==> src/rtl/fetch_stage.sv <==
// Instruction fetch stage: owns the PC, runs a single-outstanding
// req/ack fetch to imem and drives the IF/ID register toward decode.
module fetch_stage #(
  parameter int WIDTH = 32,
  parameter logic [WIDTH-1:0] RESET_PC = '0,
  parameter logic [WIDTH-1:0] NOP_INSTR = 'h13
) (
  input  logic             clk_in,
  input  logic             rst_in,
  input  logic             stall_in,
  input  logic             redirect_in,
  input  logic [WIDTH-1:0] redirect_pc_in,
  output logic             imem_req_out,
  output logic [WIDTH-1:0] imem_addr_out,
  input  logic             imem_ack_in,
  input  logic [WIDTH-1:0] imem_rdata_in,
  output logic [WIDTH-1:0] instr_out,
  output logic [WIDTH-1:0] pc_out,
  output logic [WIDTH-1:0] pc4_out,
  output logic             valid_out
);

  localparam logic [WIDTH-1:0] FOUR = 'd4;

  typedef enum logic [1:0] {
    FETCH,
    WAIT_ID,
    DRAIN
  } state_t;

  state_t           state_q, state_d;
  logic [WIDTH-1:0] pc_q, pc_d;
  logic [WIDTH-1:0] hold_q, hold_d;
  logic [WIDTH-1:0] pend_q, pend_d;
  logic [WIDTH-1:0] skid_i_q, skid_i_d;
  logic [WIDTH-1:0] skid_pc_q, skid_pc_d;
  logic [WIDTH-1:0] instr_q, instr_d;
  logic [WIDTH-1:0] pco_q, pco_d;
  logic             valid_q, valid_d;
  logic [WIDTH-1:0] target;

  assign target = {redirect_pc_in[WIDTH-1:2], 2'b00};

  always_ff @(posedge clk_in) begin
    if (rst_in) begin
      state_q   <= FETCH;
      pc_q      <= RESET_PC;
      hold_q    <= '0;
      pend_q    <= '0;
      skid_i_q  <= '0;
      skid_pc_q <= '0;
      instr_q   <= NOP_INSTR;
      pco_q     <= '0;
      valid_q   <= 1'b0;
    end else begin
      state_q   <= state_d;
      pc_q      <= pc_d;
      hold_q    <= hold_d;
      pend_q    <= pend_d;
      skid_i_q  <= skid_i_d;
      skid_pc_q <= skid_pc_d;
      instr_q   <= instr_d;
      pco_q     <= pco_d;
      valid_q   <= valid_d;
    end
  end

  always_comb begin
    state_d   = state_q;
    pc_d      = pc_q;
    hold_d    = hold_q;
    pend_d    = pend_q;
    skid_i_d  = skid_i_q;
    skid_pc_d = skid_pc_q;
    instr_d   = instr_q;
    pco_d     = pco_q;
    valid_d   = valid_q;
    unique case (state_q)
      FETCH: begin
        if (redirect_in) begin
          instr_d = NOP_INSTR;
          valid_d = 1'b0;
          if (imem_ack_in) begin
            pc_d = target;
          end else begin
            pend_d  = target;
            hold_d  = pc_q;
            state_d = DRAIN;
          end
        end else if (imem_ack_in) begin
          if (stall_in) begin
            skid_i_d  = imem_rdata_in;
            skid_pc_d = pc_q;
            state_d   = WAIT_ID;
          end else begin
            instr_d = imem_rdata_in;
            pco_d   = pc_q;
            valid_d = 1'b1;
            pc_d    = pc_q + FOUR;
          end
        end else if (!stall_in) begin
          instr_d = NOP_INSTR;
          valid_d = 1'b0;
        end
      end
      WAIT_ID: begin
        if (redirect_in) begin
          instr_d = NOP_INSTR;
          valid_d = 1'b0;
          pc_d    = target;
          state_d = FETCH;
        end else if (!stall_in) begin
          instr_d = skid_i_q;
          pco_d   = skid_pc_q;
          valid_d = 1'b1;
          pc_d    = pc_q + FOUR;
          state_d = FETCH;
        end
      end
      DRAIN: begin
        // the in-flight response belongs to a squashed path
        instr_d = NOP_INSTR;
        valid_d = 1'b0;
        if (redirect_in) pend_d = target;
        if (imem_ack_in) begin
          pc_d    = redirect_in ? target : pend_q;
          state_d = FETCH;
        end
      end
      default: state_d = FETCH;
    endcase
  end

  assign imem_req_out  = !rst_in && (state_q != WAIT_ID);
  assign imem_addr_out = (state_q == DRAIN) ? hold_q : pc_q;
  assign instr_out     = instr_q;
  assign pc_out        = pco_q;
  assign pc4_out       = pco_q + FOUR;
  assign valid_out     = valid_q;

endmodule

==> config.mk <==
export PLATFORM = sky130hd
export DESIGN_NAME = fetch_stage
export DESIGN_NICKNAME = d
export VERILOG_FILES = /design/src/rtl/fetch_stage.sv
export SDC_FILE = /design/constraint.sdc
export NUM_CORES = 1
export LEC_CHECK = 0
export ABC_CLOCK_PERIOD_IN_PS = 3110
export BUFFER_PORTS_ARGS = -buffer_cell sky130_fd_sc_hd__buf_2
export CORE_MARGIN = 2
export CORE_UTILIZATION = 43
export DETAILED_ROUTE_END_ITERATION = 12
export SLEW_MARGIN = 20
export SYNTH_ARGS = -nofsm -noshare
export SYNTH_HDL_FRONTEND = slang
export SYNTH_SLANG_ARGS = --single-unit
==> constraint.sdc <==
create_clock -name clk_in -period 3.11 [get_ports clk_in]
set_input_delay 0.1555 -clock clk_in [delete_from_list [all_inputs] [get_ports clk_in]]
set_output_delay 0.1555 -clock clk_in [all_outputs]
set_load 0.01 [all_outputs]
==> metrics.txt <==
status=completed; Final Cycle Share=81.23%; CP startpoint kind=flop; commonest non-fill, non-tap cell in the layout=nand2_1; CTS tree=yes; Ports=199; Netlist Area Pre-Place=10,710 um^2; hold-fix buffers at CTS=62; Synth Register Bits=227; vias in the first global route=8,886; All-Layer GR Usage=21.98%; wire length on met2=12,850 um; sequential share of power=42.8%; combinational share of power=17.6%; Iteration-0 DRC Markers=671; Core ar.=24,390 um^2; share of cells above drive strength 1=20.24%; commonest non-fill, non-tap cells in the layout=324 x nand2_1, 227 x dfxtp_1, 195 x buf_2; first-pass GRT wire length=47,650 um; # rows=57; EDFF count, synth=0; Final Critical Period=2526 ps; setup TNS=0 ps; CP required=2950 ps; TritonCTS buffer count=25; highest metal used=met4; vias=10,090; CP Capture Type=output port; antenna-violating nets left=0; worst path arrival time=2370 ps; fmax=395.8 MHz; Slew headroom=45.21%; vias per std cell=5.323; final setup fails=0; clock sink count=227; ys async rst share=0%; max-cap violation count=0; RSZ-0062 raised after global routing=no; Hold Path Class=in2reg; number of post-CTS setup repair buffers=0; sequential fraction of the synthesis area=42.44%; CP max FO=32; Post-layout nets=1,629; Placed Instances=1,789; DR DRC count=0; CP bufs+invs=2; Finished Layout Cells=1,895; Cell Pwr Density=571.4 nW/um^2; # diodes=0; dominant cell type by area after synthesis=dfxtp_1; clock power share=39.6%; largest net degree at the start of global routing=122; CTS root buffer=clkbuf_16; post-synth top area share=42.44%; Area contributors post-synth=dfxtp_1 42%, nand2_1 11%, a21oi_1 8.9%; Overall Power=7.615 mW; yosys warns=0; Worst-Skew Late Latency=520 ps; switch share=28.38%; gp weighted congestion=0.8478; CTS Buffer Depth=3; Cells after Synth=1,369; Internal Power=5.454 mW; synthesis-to-finish area growth=24.46%; Clk pin slew, worst setup/hold paths=60 ps; Post-Route M1 WL=15,090 um; Buffers on Ports=196; Post-Route Skew=10.30 ps; drt first pass iters=5; Synth cell types=62; fin. max-slew vios=0; maximum level of the CTS H-tree=1; post-detail-place hpwl=19,110 um; Fillers=2,377; slowest CP cell=buf_4; CP Class=reg2out; maximum vdd ir drop=0.0002640 V; Avg Cell Area, Syn=7.822 um^2; CTS resizes=0; switching pwr=2.161 mW; cells along the critical path=ha_2 -> buf_4 -> mux2_2 -> buf_2; Die Area=26,180 um^2; WL per Instance=15.92 um; CP top delay family=buffers and inverters; Initial Util=43.90%; DIE WIDTH=161.8 um; final hold vios=0; Die H=161.8 um; worst slew pin tran=821.8 ps; DRT Wirelength=30,170 um; antenna violations before repair=0; Main synth FF type=dfxtp_1; Leak Pwr=5.216 nW; Synth Net Count=1,444; GRT overflow=0; Worst path max stage delay=440 ps; DR WL met3=1644 um
-- layout make-up --
class / count / area, um^2 / share of cell area, %
clock inverter: 4 / 48.80 / 0.3662
sequential: 227 / 4544 / 34.10
inverter: 9 / 33.78 / 0.2535
tap: 324 / 405.4 / 3.042
clock buffer: 40 / 802.0 / 6.018
multi-input combinational: 1007 / 5652 / 42.41
timing repair buffer: 284 / 1841 / 13.81
-- tightest hold or removal path: cells and delay by family --
family | cells | cell delay (ps)
compound gates | 1 | 180
buf+inv | 1 | 170
simple gates | 1 | 120
-- power groups by stage --
stage / Sequential (mW) / Combinational [mW] / Clock, mW
detailed placement: 3.32 / 1.27 / 0
global placement: 3.31 / 1.27 / 0
floorplan: 3.26 / 0.875 / 0
global route: 3.28 / 1.48 / 3.22
finish: 3.26 / 1.34 / 3.02
CTS: 3.25 / 1.34 / 3.08
-- logic make-up after synthesis --
| kind of cell | after synthesis | share of synthesized area (%) |
|---|---|---|
| adders and majority gates | 6 | 0.7011 |
| and+or+nand+nor | 543 | 22.14 |
| AOI/OAI and AO/OA | 355 | 20.09 |
| xor gates and xnor gates | 32 | 2.617 |
| DFF | 227 | 42.44 |
| buffers and inverters | 135 | 5.024 |
| muxes | 71 | 6.988 |
-- registers in the layout, summed over array words and instances, names as in the netlist --
signal,count
hold_q,32
instr_out,32
pc_out,32
pc_q,32
pend_q,32
skid_i_q,32
skid_pc_q,32
state_q,2
valid_out,1
-- synthesized netlist by cell type, drive strengths merged (3+ instances only) --
library cell and n:
ha 6, xor2 8, nand3 21, or4 4, inv 9, and4 9
xnor2 24, mux2i 41, clkbuf 98, o211ai 8, a211oi 40, o21a 6
a32o 4, dfxtp 227, nor2 86, a21oi 190, a22oi 30, a311oi 3
nand2b 7, nand2 325, nand4 12, mux2 30, nor3 36, o211a 3
buf 28, a31oi 8, or3 5, o21ai 36, nor4 5, and3 22
o41ai 3, a21o 3, and2 4
-- metal layers --
metal  GRT usage, %  vias to the layer above
li1               -                     5128
met2          33.00                      306
met5              0                        -
met1          33.37                     4615
met3          2.579                       39
met4          5.672                        0
-- path summary, 6_finish.rpt --
path | to | depth (start not counted) | slack (ps) | start
setup / recovery | imem_addr_out[20] | 4 | 580 | state_q[1]$_SDFFE_PP0P_
hold / removal | valid_out$_SDFFE_PP0P_ | 3 | 140 | stall_in
setup reg to reg | pc_q[28]$_SDFFE_PP0P_ | 6 | 730 | pc_q[3]$_SDFFE_PP0P_
hold reg to reg | skid_pc_q[7]$_SDFFE_PP0P_ | 2 | 450 | skid_pc_q[7]$_SDFFE_PP0P_
-- per-stage QoR --
stage	setup slack [ps]	cell area, um^2	hold WS, ps	utilization, %
floorplan	1004	10710	291.5	-
global placement	792.5	11860	409.0	48.60
detailed placement	761.3	11860	412.5	48.60
CTS	559.0	13330	117.5	54.64
global route	360.0	13330	158.3	54.64
finish	583.6	13330	139.0	54.64
No activity file was read; power rests on OpenSTA's default activity.
